$ cat src/rtl/muldiv_if.sv
// muldiv_if: request/response bundle between the EX stage and the multiply/divide unit
interface muldiv_if #(
    parameter int XLEN = 32
);
    logic            start;
    logic [2:0]      op;
    logic [XLEN-1:0] srca;
    logic [XLEN-1:0] srcb;
    logic            flush;
    logic            busy;
    logic            done;
    logic [XLEN-1:0] result;

    modport master (output start, op, srca, srcb, flush, input busy, done, result);
    modport slave  (input start, op, srca, srcb, flush, output busy, done, result);
endinterface

$ cat src/rtl/muldiv_unit.sv
// muldiv_unit: multi-cycle RV32M/RV64M multiply/divide unit with flush abort and special-case divide fast path
module muldiv_unit #(
    parameter  int XLEN = 32,
    localparam int CNTW = $clog2(XLEN + 1)
) (
    input logic     clk,
    input logic     reset,
    muldiv_if.slave bus
);
    localparam logic [1:0] S_IDLE = 2'd0;
    localparam logic [1:0] S_BUSY = 2'd1;
    localparam logic [1:0] S_DONE = 2'd2;

    logic [1:0]        r_state;
    logic [CNTW-1:0]   r_cnt;
    logic [2:0]        r_op;
    logic              r_neg;
    logic [XLEN-1:0]   r_b;
    logic [XLEN-1:0]   r_result;
    logic [2*XLEN-1:0] r_prod;

    logic              w_div_in;
    logic              w_sa;
    logic              w_sb;
    logic [XLEN-1:0]   w_mag_a;
    logic [XLEN-1:0]   w_mag_b;
    logic              w_neg_in;
    logic              w_div0;
    logic              w_ovf;
    logic              w_special;
    logic [XLEN-1:0]   w_spec_res;
    logic              w_accept;
    logic              w_last;
    logic [XLEN:0]     w_msum;
    logic [XLEN:0]     w_dsh;
    logic [XLEN:0]     w_ddiff;
    logic [2*XLEN-1:0] w_next;
    logic [2*XLEN-1:0] w_mfin;
    logic [XLEN-1:0]   w_dval;
    logic [XLEN-1:0]   w_dfin;
    logic [XLEN-1:0]   w_final;

    // Operand sign handling: MUL/MULH sign both, MULHSU only rs1, DIV/REM both, U-variants none
    assign w_div_in   = bus.op[2];
    assign w_sa       = bus.srca[XLEN-1] & (w_div_in ? ~bus.op[0] : (bus.op != 3'b011));
    assign w_sb       = bus.srcb[XLEN-1] & (w_div_in ? ~bus.op[0] : ~bus.op[1]);
    assign w_mag_a    = w_sa ? -bus.srca : bus.srca;
    assign w_mag_b    = w_sb ? -bus.srcb : bus.srcb;
    // The remainder takes the dividend's sign; everything else takes the XOR of both signs
    assign w_neg_in   = (w_div_in & bus.op[1]) ? w_sa : (w_sa ^ w_sb);
    assign w_div0     = w_div_in & ~|bus.srcb;
    assign w_ovf      = w_div_in & ~bus.op[0] & (bus.srca == {1'b1, {(XLEN-1){1'b0}}}) & (&bus.srcb);
    assign w_special  = w_div0 | w_ovf;
    assign w_spec_res = w_div0 ? (bus.op[1] ? bus.srca : '1) : (bus.op[1] ? '0 : bus.srca);
    assign w_accept   = bus.start & ~bus.flush & (r_state != S_BUSY);
    assign w_last     = r_cnt == CNTW'(XLEN - 1);

    // r_prod holds {accumulator, multiplier} for multiply and {remainder, dividend/quotient} for divide
    assign w_msum  = {1'b0, r_prod[2*XLEN-1:XLEN]} + (r_prod[0] ? {1'b0, r_b} : '0);
    assign w_dsh   = {r_prod[2*XLEN-1:XLEN], r_prod[XLEN-1]};
    assign w_ddiff = w_dsh - {1'b0, r_b};
    assign w_next  = r_op[2]
                   ? (w_ddiff[XLEN] ? {w_dsh[XLEN-1:0], r_prod[XLEN-2:0], 1'b0}
                                    : {w_ddiff[XLEN-1:0], r_prod[XLEN-2:0], 1'b1})
                   : {w_msum, r_prod[XLEN-1:1]};

    // Sign correction applied to the value produced by the final iteration
    assign w_mfin  = r_neg ? -w_next : w_next;
    assign w_dval  = r_op[1] ? w_next[2*XLEN-1:XLEN] : w_next[XLEN-1:0];
    assign w_dfin  = r_neg ? -w_dval : w_dval;
    assign w_final = r_op[2] ? w_dfin : ((r_op[1:0] == 2'b00) ? w_mfin[XLEN-1:0] : w_mfin[2*XLEN-1:XLEN]);

    assign bus.busy   = r_state == S_BUSY;
    assign bus.done   = r_state == S_DONE;
    assign bus.result = r_result;

    // Control FSM and datapath; flush outranks start, and result survives flush and leaving DONE
    always_ff @(posedge clk or negedge reset) begin
        if (!reset) begin
            r_state  <= S_IDLE;
            r_cnt    <= '0;
            r_op     <= '0;
            r_neg    <= 1'b0;
            r_b      <= '0;
            r_prod   <= '0;
            r_result <= '0;
        end else if (w_accept) begin
            r_op    <= bus.op;
            r_neg   <= w_neg_in;
            r_cnt   <= '0;
            r_b     <= w_div_in ? w_mag_b : w_mag_a;
            r_prod  <= {{XLEN{1'b0}}, w_div_in ? w_mag_a : w_mag_b};
            r_state <= w_special ? S_DONE : S_BUSY;
            if (w_special) r_result <= w_spec_res;
        end else if (bus.flush) begin
            r_state <= S_IDLE;
        end else if (r_state == S_BUSY) begin
            r_prod <= w_next;
            r_cnt  <= r_cnt + 1'b1;
            if (w_last) begin
                r_state  <= S_DONE;
                r_result <= w_final;
            end
        end else if (r_state == S_DONE) begin
            r_state <= S_IDLE;
        end
    end
endmodule
$ cat src/flat_wrapper.sv
// flat-port wrapper written by rule: the top's interface ports become plain ports
module muldiv_unit_flat 
#(
    parameter  int XLEN = 32,
    localparam int CNTW = $clog2(XLEN + 1)
)
  (clk, reset, bus_start, bus_op, bus_srca, bus_srcb, bus_flush, bus_busy, bus_done, bus_result);
  muldiv_if #(.XLEN(XLEN)) bus_i ();
  input logic clk;
  input logic reset;
  input wire logic [$bits(bus_i.start)-1:0] bus_start;
  input wire logic [$bits(bus_i.op)-1:0] bus_op;
  input wire logic [$bits(bus_i.srca)-1:0] bus_srca;
  input wire logic [$bits(bus_i.srcb)-1:0] bus_srcb;
  input wire logic [$bits(bus_i.flush)-1:0] bus_flush;
  output wire logic [$bits(bus_i.busy)-1:0] bus_busy;
  output wire logic [$bits(bus_i.done)-1:0] bus_done;
  output wire logic [$bits(bus_i.result)-1:0] bus_result;
  assign bus_i.start = bus_start;
  assign bus_i.op = bus_op;
  assign bus_i.srca = bus_srca;
  assign bus_i.srcb = bus_srcb;
  assign bus_i.flush = bus_flush;
  assign bus_busy = bus_i.busy;
  assign bus_done = bus_i.done;
  assign bus_result = bus_i.result;
  muldiv_unit #(.XLEN(XLEN)) u_core (.clk(clk), .reset(reset), .bus(bus_i));
endmodule
$ cat config.mk
export PLATFORM = sky130hd
export DESIGN_NAME = muldiv_unit_flat
export DESIGN_NICKNAME = d
export VERILOG_FILES = /design/src/rtl/muldiv_if.sv /design/src/rtl/muldiv_unit.sv /design/src/flat_wrapper.sv
export SDC_FILE = /design/constraint.sdc
export NUM_CORES = 1
export LEC_CHECK = 0
export CAP_MARGIN = 20
export CORE_ASPECT_RATIO = 0.8
export CORE_MARGIN = 2
export CORE_UTILIZATION = 40
export DETAILED_ROUTE_END_ITERATION = 8
export GPL_TIMING_DRIVEN = 1
export PLACE_DENSITY = 0.62
export SETUP_SLACK_MARGIN = 0.05
export SYNTH_ARGS = -nofsm -noshare
export SYNTH_HDL_FRONTEND = slang
export SYNTH_SLANG_ARGS = --single-unit
$ cat constraint.sdc
create_clock -name clk -period 7.25 [get_ports clk]
set_input_delay 2.175 -clock clk [delete_from_list [all_inputs] [get_ports clk]]
set_output_delay 2.175 -clock clk [all_outputs]
set_load 0.03 [all_outputs]
==> results.sh, run 1 <==
export IMPL_synth_area_leaders="dfrtp_1 (20%), o21ai_0 (6.8%), nand2_1 (6.0%)"
export IMPL_fin_setup_tns_ps=0
export IMPL_setup_ws_ps=443
export IMPL_synthAdderAreaFrac_pct=5.66
export IMPL_cp_data_required_time_ps=7570
export IMPL_insertion_delay_ps=470
export IMPL_drt_pass1_iter_count=6
export IMPL_ir_drop_v=0.000215
export IMPL_final_util_pct=45.7
export IMPL_synth_distinct_cells=102
export IMPL_synth_compound_area_share_pct=31.1
export IMPL_ys_ff_latch=140
export IMPL_finalWeightedCongestion=1.11
export IMPL_io_pins=105
export IMPL_core_region_area_sq_mm=0.0434
export IMPL_synth_top_family_by_area="compound AO/OA/AOI/OAI gates"
export IMPL_drv_cap=0
export IMPL_p_comb_share_pct=73.2
export IMPL_wl_um=82500
export IMPL_die_h_um=192
export IMPL_hold_viol=0
export IMPL_worstMarginPinSlew_ps=1120
export IMPL_path_max_fanout=6
export IMPL_fillCellCount=4421
export IMPL_r2r_slack_ps=440
export IMPL_diodes=0
export IMPL_vias=20300
export IMPL_clock_path_buffers=2
export IMPL_track_usage_pct=35.2
export IMPL_path_clk_slew_ps=70
export IMPL_layout_nets=2613
export IMPL_synthCells=2454
export IMPL_synth_top_area_share_pct=19.8
export IMPL_critical_path_class="flop to flop"
export IMPL_power_switching_w=0.00535
export IMPL_synth_fp_nets=2600
export IMPL_cp_start_kind="flop"
export IMPL_viasPerCell=6.68
export IMPL_endpoint_kind="flop"
export IMPL_switching_share_pct=57.5
export IMPL_detail_route_wl_per_cell_um=27.1
export IMPL_grt_pass1_vias=18400
export IMPL_grt_max_degree=85
export IMPL_h_tree_depth=4
export IMPL_drc=0
export IMPL_p_leak_nw=7.91
export IMPL_worstHoldPathType="flop to flop"
export IMPL_cts_root_buf="clkbuf_16"
export IMPL_stdcell_area_sq_mm=0.0199
export IMPL_maxSlewViolCount=0
export IMPL_cp_arrival_ps=7130
export IMPL_post_dp_cell_area_sq_mm=0.0192
export IMPL_internal_power_w=0.00396
export IMPL_setup_violations_final=0
export IMPL_synth_warnings=0
export IMPL_start_util_pct=40.8
export IMPL_power_density_mw_per_mm2=469
export IMPL_synth_top_area_cell="dfrtp_1"
export IMPL_syn_area_per_cell_sq_um=7.22
export IMPL_post_place_ws_ps=522
export IMPL_skew_ps=17.8
export IMPL_fmax_mhz=147
export IMPL_cts_tree="built"
export IMPL_fin_crit_ps=6810
export IMPL_syn_to_final_growth_pct=12.0
export IMPL_port_buffers=104
export IMPL_ys_flop_type="dfrtp_1"
export IMPL_synthSimpleGateAreaFrac_pct=24.4
export IMPL_clock_sinks=140
export IMPL_dpl_hpwl_um=64500
export IMPL_grt_setup_unrepaired="no"
export IMPL_drt_initial_drc_count=2800
export IMPL_synth_edf_count=0
export IMPL_cts_resized_gates=0
export IMPL_die_area_sq_mm=0.0460
export IMPL_pwr_share_clk_pct=11.2
export IMPL_layout_drive_gt1_share_pct=6.98
export IMPL_synth_xor_area_share_pct=8.11
export IMPL_rows=68
export IMPL_async_reset_ff_share_pct=100
export IMPL_grt_antenna_before_repair=1
export IMPL_yosysSeqAreaShare_pct=19.8
export IMPL_die_x_um=239
export IMPL_cts_buffers=17
export IMPL_slew_headroom_pct=23.2
export IMPL_postRouteAntennaNets=0
export IMPL_muxShareOfSynthArea_pct=5.66
export IMPL_grt_overflow_total=0
export IMPL_syn_cell_area_sq_mm=0.0177
export IMPL_seqPwrFrac_pct=15.6
export IMPL_status="complete, no violations"
export IMPL_post_route_period_util_pct=93.9
export IMPL_grt_pass1_wl_um=120000
==> per-layer routing <==
metal | track usage, % | share of wire, %
met4 | 10.9 | 3.2
met5 | 0 | 0.016
met3 | 11.1 | 12
met1 | 50.9 | 44
met2 | 49.1 | 41
==> path summary, 6_finish.rpt <==
path                                                       start                                end  cells after the start
worst max-delay path               u_core.r_prod[31]$_DFFE_PN0P_  u_core.bus.result[12]$_DFFE_PN0P_                     24
worst min-delay path            u_core.bus.result[2]$_DFFE_PN0P_   u_core.bus.result[2]$_DFFE_PN0P_                      1
worst max register to register     u_core.r_prod[31]$_DFFE_PN0P_  u_core.bus.result[12]$_DFFE_PN0P_                     24
worst min register to register  u_core.bus.result[2]$_DFFE_PN0P_   u_core.bus.result[2]$_DFFE_PN0P_                      1
max in group asynchronous                                  reset      u_core.r_prod[34]$_DFFE_PN0P_                      2
min in group asynchronous                                  reset      u_core.r_prod[53]$_DFFE_PN0P_                      1
==> state kept, by name, indices dropped and copies added, names as in the netlist <==
register and cells:
u_core.r_neg 1, u_core.r_state 2, u_core.r_op 3, u_core.bus.result 32, u_core.r_b 32, u_core.r_cnt 6, u_core.r_prod 64
==> critical path: stages (launching register included) <==
cell and delay (ps):
dfrtp_1 450, inv_1 160, ha_1 230, inv_1 70, fa_1 420, a211oi_1 380, o211ai_1 230, nand3_1 240
a21bo_2 230, a2111o_1 190, and2_1 160, ha_1 230, nor3b_1 270, o2111ai_1 310, nor4b_1 480, buf_4 210
nand2b_1 110, or2_2 340, inv_1 60, o2111ai_1 260, or3_1 500, o41ai_1 430, xnor2_1 130, a222oi_1 450
o21ai_1 110
==> cells in the mapped netlist (22+ instances only) <==
| library cell | instances |
|---|---|
| a21o_1 | 31 |
| or3_1 | 30 |
| mux2i_1 | 65 |
| nand4_1 | 40 |
| and2_1 | 46 |
| mux2_2 | 26 |
| xor2_1 | 70 |
| o221ai_1 | 32 |
| nor3_1 | 67 |
| or2_2 | 22 |
| o31ai_1 | 40 |
| nor2_1 | 206 |
| a211oi_1 | 31 |
| inv_1 | 73 |
| a21oi_1 | 203 |
| xnor2_1 | 94 |
| clkbuf_1 | 125 |
| nand3_1 | 79 |
| a31oi_1 | 31 |
| dfrtp_1 | 140 |
| nand2_1 | 281 |
| o211ai_1 | 41 |
| ha_1 | 73 |
| o21ai_0 | 242 |
==> what timing repair did <==
item | CTS | global route
endpoints found under the hold margin | 0 | 0
hold buffers | 0 | 0
setup endpoints to repair | 0 | 5
buffers inserted | 0 | 2
==> power by group through the flow <==
stage | clock, W | sequential (W) | combinational, W
final | 0.00104 | 0.00145 | 0.00682
after global placement | 0 | 0.00143 | 0.00649
after CTS | 0.00104 | 0.00143 | 0.00658
after detailed placement | 0 | 0.00144 | 0.00654
after floorplan | 0 | 0.00121 | 0.00470
after global routing | 0.00107 | 0.00147 | 0.00727
==> metrics by stage <==
| step | instances | hold slack (ps) | total power, W |
|---|---|---|---|
| 2_1_floorplan | 2454 | 464 | 0.00591 |
| 3_3_place_gp | 3005 | 464 | 0.00792 |
| 3_5_place_dp | 3005 | 469 | 0.00797 |
| 4_1_cts | 3037 | 485 | 0.00904 |
| 5_1_grt | 3040 | 503 | 0.00982 |
| 6_report | 3040 | 484 | 0.00931 |
==> layout by cell type (no fill, tap or decap), types with 17 or more instances in the layout <==
master,instances
inv_1,72
mux2i_1,65
a21oi_1,202
mux2_2,26
a21o_1,31
nor2_1,203
or2_2,21
dfrtp_1,137
o21ai_0,242
o221ai_1,32
nor3_1,67
o31ai_1,40
clkbuf_16,17
nand3_1,79
o21a_1,17
nand4_1,40
ha_1,73
or3_1,30
buf_4,49
and2_1,46
a31oi_1,31
clkdlybuf4s50_1,102
xor2_1,70
nand2_1,281
xnor2_1,94
o211ai_1,41
a211oi_1,31
==> cell type report <==
| class | count | area (sq um) | share of cell area, % |
|---|---|---|---|
| timing repair buffer | 153 | 1410 | 7.09 |
| clock buffer | 17 | 425 | 2.14 |
| clock inverter | 15 | 228 | 1.15 |
| sequential | 140 | 3510 | 17.7 |
| multi-input combinational | 2082 | 13300 | 67.0 |
| inverter | 73 | 274 | 1.38 |
| tap | 560 | 701 | 3.53 |
==> cells by family after synthesis <==
| kind of cell | after synthesis |
|---|---|
| simple gates | 893 |
| compound gates | 850 |
| buf+inv | 232 |
| xor+xnor | 164 |
| flops | 140 |
| mux | 95 |
| fa+ha+maj | 80 |
Note: power is estimated with default switching activity, not from simulation.
==> run 2, diff against run 1 <==
clock period = 8.4 ns   (was 7.25 ns; I/O delays follow)
==> run 2 against run 1 <==
Against the previous run: maximum frequency shrank 11%; worst hold slack gained 12 ps; wire length grew 0.19%; highest routed layer unchanged; via count is essentially flat; largest power group unchanged; largest cell class unchanged; first-iteration DRC count grew 4.2%; global-route usage shrank 0.085 points; critical path depth is the same; core utilization shrank 0.22 points; sequential share of layout area grew 0.086 points.
==> results.sh, run 2 (synthesized netlist as in run 1, its figures left out) <==
export IMPL_slew_headroom_pct=24.3
export IMPL_ir_drop_v=0.000199
export IMPL_die_h_um=192
export IMPL_clock_path_buffers=2
export IMPL_grt_antenna_before_repair=3
export IMPL_port_buffers=104
export IMPL_syn_to_final_growth_pct=11.5
export IMPL_status="complete, no violations"
export IMPL_cp_start_kind="flop"
export IMPL_top_register="u_core.r_prod"
export IMPL_rows=68
export IMPL_cp_data_required_time_ps=8750
export IMPL_worstHoldPathType="flop to flop"
export IMPL_grt_setup_unrepaired="no"
export IMPL_hold_viol=0
export IMPL_layout_drive_gt1_share_pct=6.49
export IMPL_die_x_um=239
export IMPL_cts_tree="built"
export IMPL_final_cell_mix="nand2_1 (281), o21ai_0 (242), nor2_1 (203)"
export IMPL_finalWeightedCongestion=1.05
export IMPL_insertion_delay_ps=470
export IMPL_path_clk_slew_ps=80
export IMPL_grt_pass1_vias=18200
export IMPL_wl_um=82700
export IMPL_critical_path_class="flop to flop"
export IMPL_grt_max_degree=125
export IMPL_cp_arrival_ps=7990
export IMPL_core_region_area_sq_mm=0.0434
export IMPL_start_util_pct=40.8
export IMPL_clock_sinks=140
export IMPL_grt_overflow_total=0
export IMPL_fin_crit_ps=7640
export IMPL_io_pins=105
export IMPL_endpoint_kind="flop"
export IMPL_post_route_period_util_pct=90.9
export IMPL_largest_register_ffs=64
export IMPL_viasPerCell=6.71
export IMPL_worst_hold_slack_ps=496
export IMPL_power_density_mw_per_mm2=405
export IMPL_fmax_mhz=131
export IMPL_vias=20300
export IMPL_layout_nets=2600
export IMPL_dpl_hpwl_um=64100
export IMPL_p_leak_nw=7.83
export IMPL_layout_commonest_cell="nand2_1"
export IMPL_drt_pass1_iter_count=7
export IMPL_maxSlewViolCount=0
export IMPL_setup_violations_final=0
export IMPL_detail_route_wl_per_cell_um=27.3
export IMPL_cts_root_buf="clkbuf_16"
export IMPL_die_area_sq_mm=0.0460
export IMPL_cts_buffers=17
export IMPL_post_cts_buffers=0
export IMPL_drv_cap=0
export IMPL_skew_ps=15.5
export IMPL_h_tree_depth=4
export IMPL_postRouteAntennaNets=0
export IMPL_grt_pass1_wl_um=120000
export IMPL_path_max_fanout=9
export IMPL_worstMarginPinSlew_ps=1130
export IMPL_drc=0
export IMPL_drt_initial_drc_count=2917
export IMPL_fin_setup_tns_ps=0
export IMPL_cts_hold_buf=0
export IMPL_track_usage_pct=35.1
export IMPL_cts_resized_gates=0
-- run 2: cell types whose count changed in the layout (fill, tap and decap cells not counted) --
cell and change:
buf_4 -13, clkinvlp_4 +2, diode_2 +2, buf_16 +1, bufinv_16 -1, clkbuf_4 -1
inv_6 -1
-- run 2: worst paths after layout --
path,end,slack [ps],from,cells after the start
min in group asynchronous,u_core.r_prod[54]$_DFFE_PN0P_,2160,reset,1
worst max-delay path,u_core.bus.result[28]$_DFFE_PN0P_,760,u_core.r_prod[31]$_DFFE_PN0P_,24
worst min register to register,u_core.bus.result[19]$_DFFE_PN0P_,500,u_core.bus.result[19]$_DFFE_PN0P_,1
max in group asynchronous,u_core.r_op[2]$_DFFE_PN0P_,4790,reset,2
worst max register to register,u_core.bus.result[28]$_DFFE_PN0P_,760,u_core.r_prod[31]$_DFFE_PN0P_,24
worst min-delay path,u_core.bus.result[19]$_DFFE_PN0P_,500,u_core.bus.result[19]$_DFFE_PN0P_,1
-- run 2: per-stage QoR --
stage / utilization [%] / setup WS, ps / instances / total power (W) / cell area [sq um]
3_3_place_gp: 44.0 / 1420 / 2994 / 0.00684 / 19100
2_1_floorplan: - / 2400 / 2454 / 0.00510 / 17700
4_1_cts: 45.5 / 1070 / 3026 / 0.00776 / 19700
5_1_grt: 45.5 / 336 / 3027 / 0.00841 / 19800
6_report: 45.5 / 764 / 3029 / 0.00800 / 19800
3_5_place_dp: 44.0 / 1090 / 2994 / 0.00688 / 19100
-- run 2: metal layers --
metal  vias up  GRT usage (%)  share of wire, %
met3       132           9.73                12
met4         2           11.3               3.0
met1      9866           50.7                44
met2      1212           50.0                41
met5         -              0             0.016
li1       9107              -                 -
-- run 2: worst max-delay path, stage by stage, from the launching register on --
cell	delay (ps)
dfrtp_1	460
inv_1	140
ha_1	210
inv_1	70
fa_1	410
a211oi_1	360
o211ai_1	210
nand3_1	310
a21bo_2	260
a2111o_1	350
and2_1	200
ha_1	210
nor3b_1	270
o2111ai_1	300
nor4b_1	770
nand2b_1	270
or2_2	380
inv_1	60
o2111ai_1	300
nor4_2	360
nand4_1	480
or4_1	600
o21ai_0	130
a221oi_1	140
a31o_1	260
-- run 2: cell type report --
type,instances,area [sq um]
fill,4490,23600
multi-input combinational,2082,13300
sequential,140,3510
timing repair buffer,140,1330
tap,560,701
clock buffer,17,425
inverter,73,274
clock inverter,15,204
antenna,2,5.00
-- run 2: where the power goes --
group / total [W] / internal [W] / switching [W] / leakage, nW
clock: 0.000860 / 0.000480 / 0.000379 / 0.300
sequential: 0.00124 / 0.000871 / 0.000368 / 1.83
combinational: 0.00590 / 0.00201 / 0.00389 / 5.70
total: 0.00800 / 0.00336 / 0.00464 / 7.83
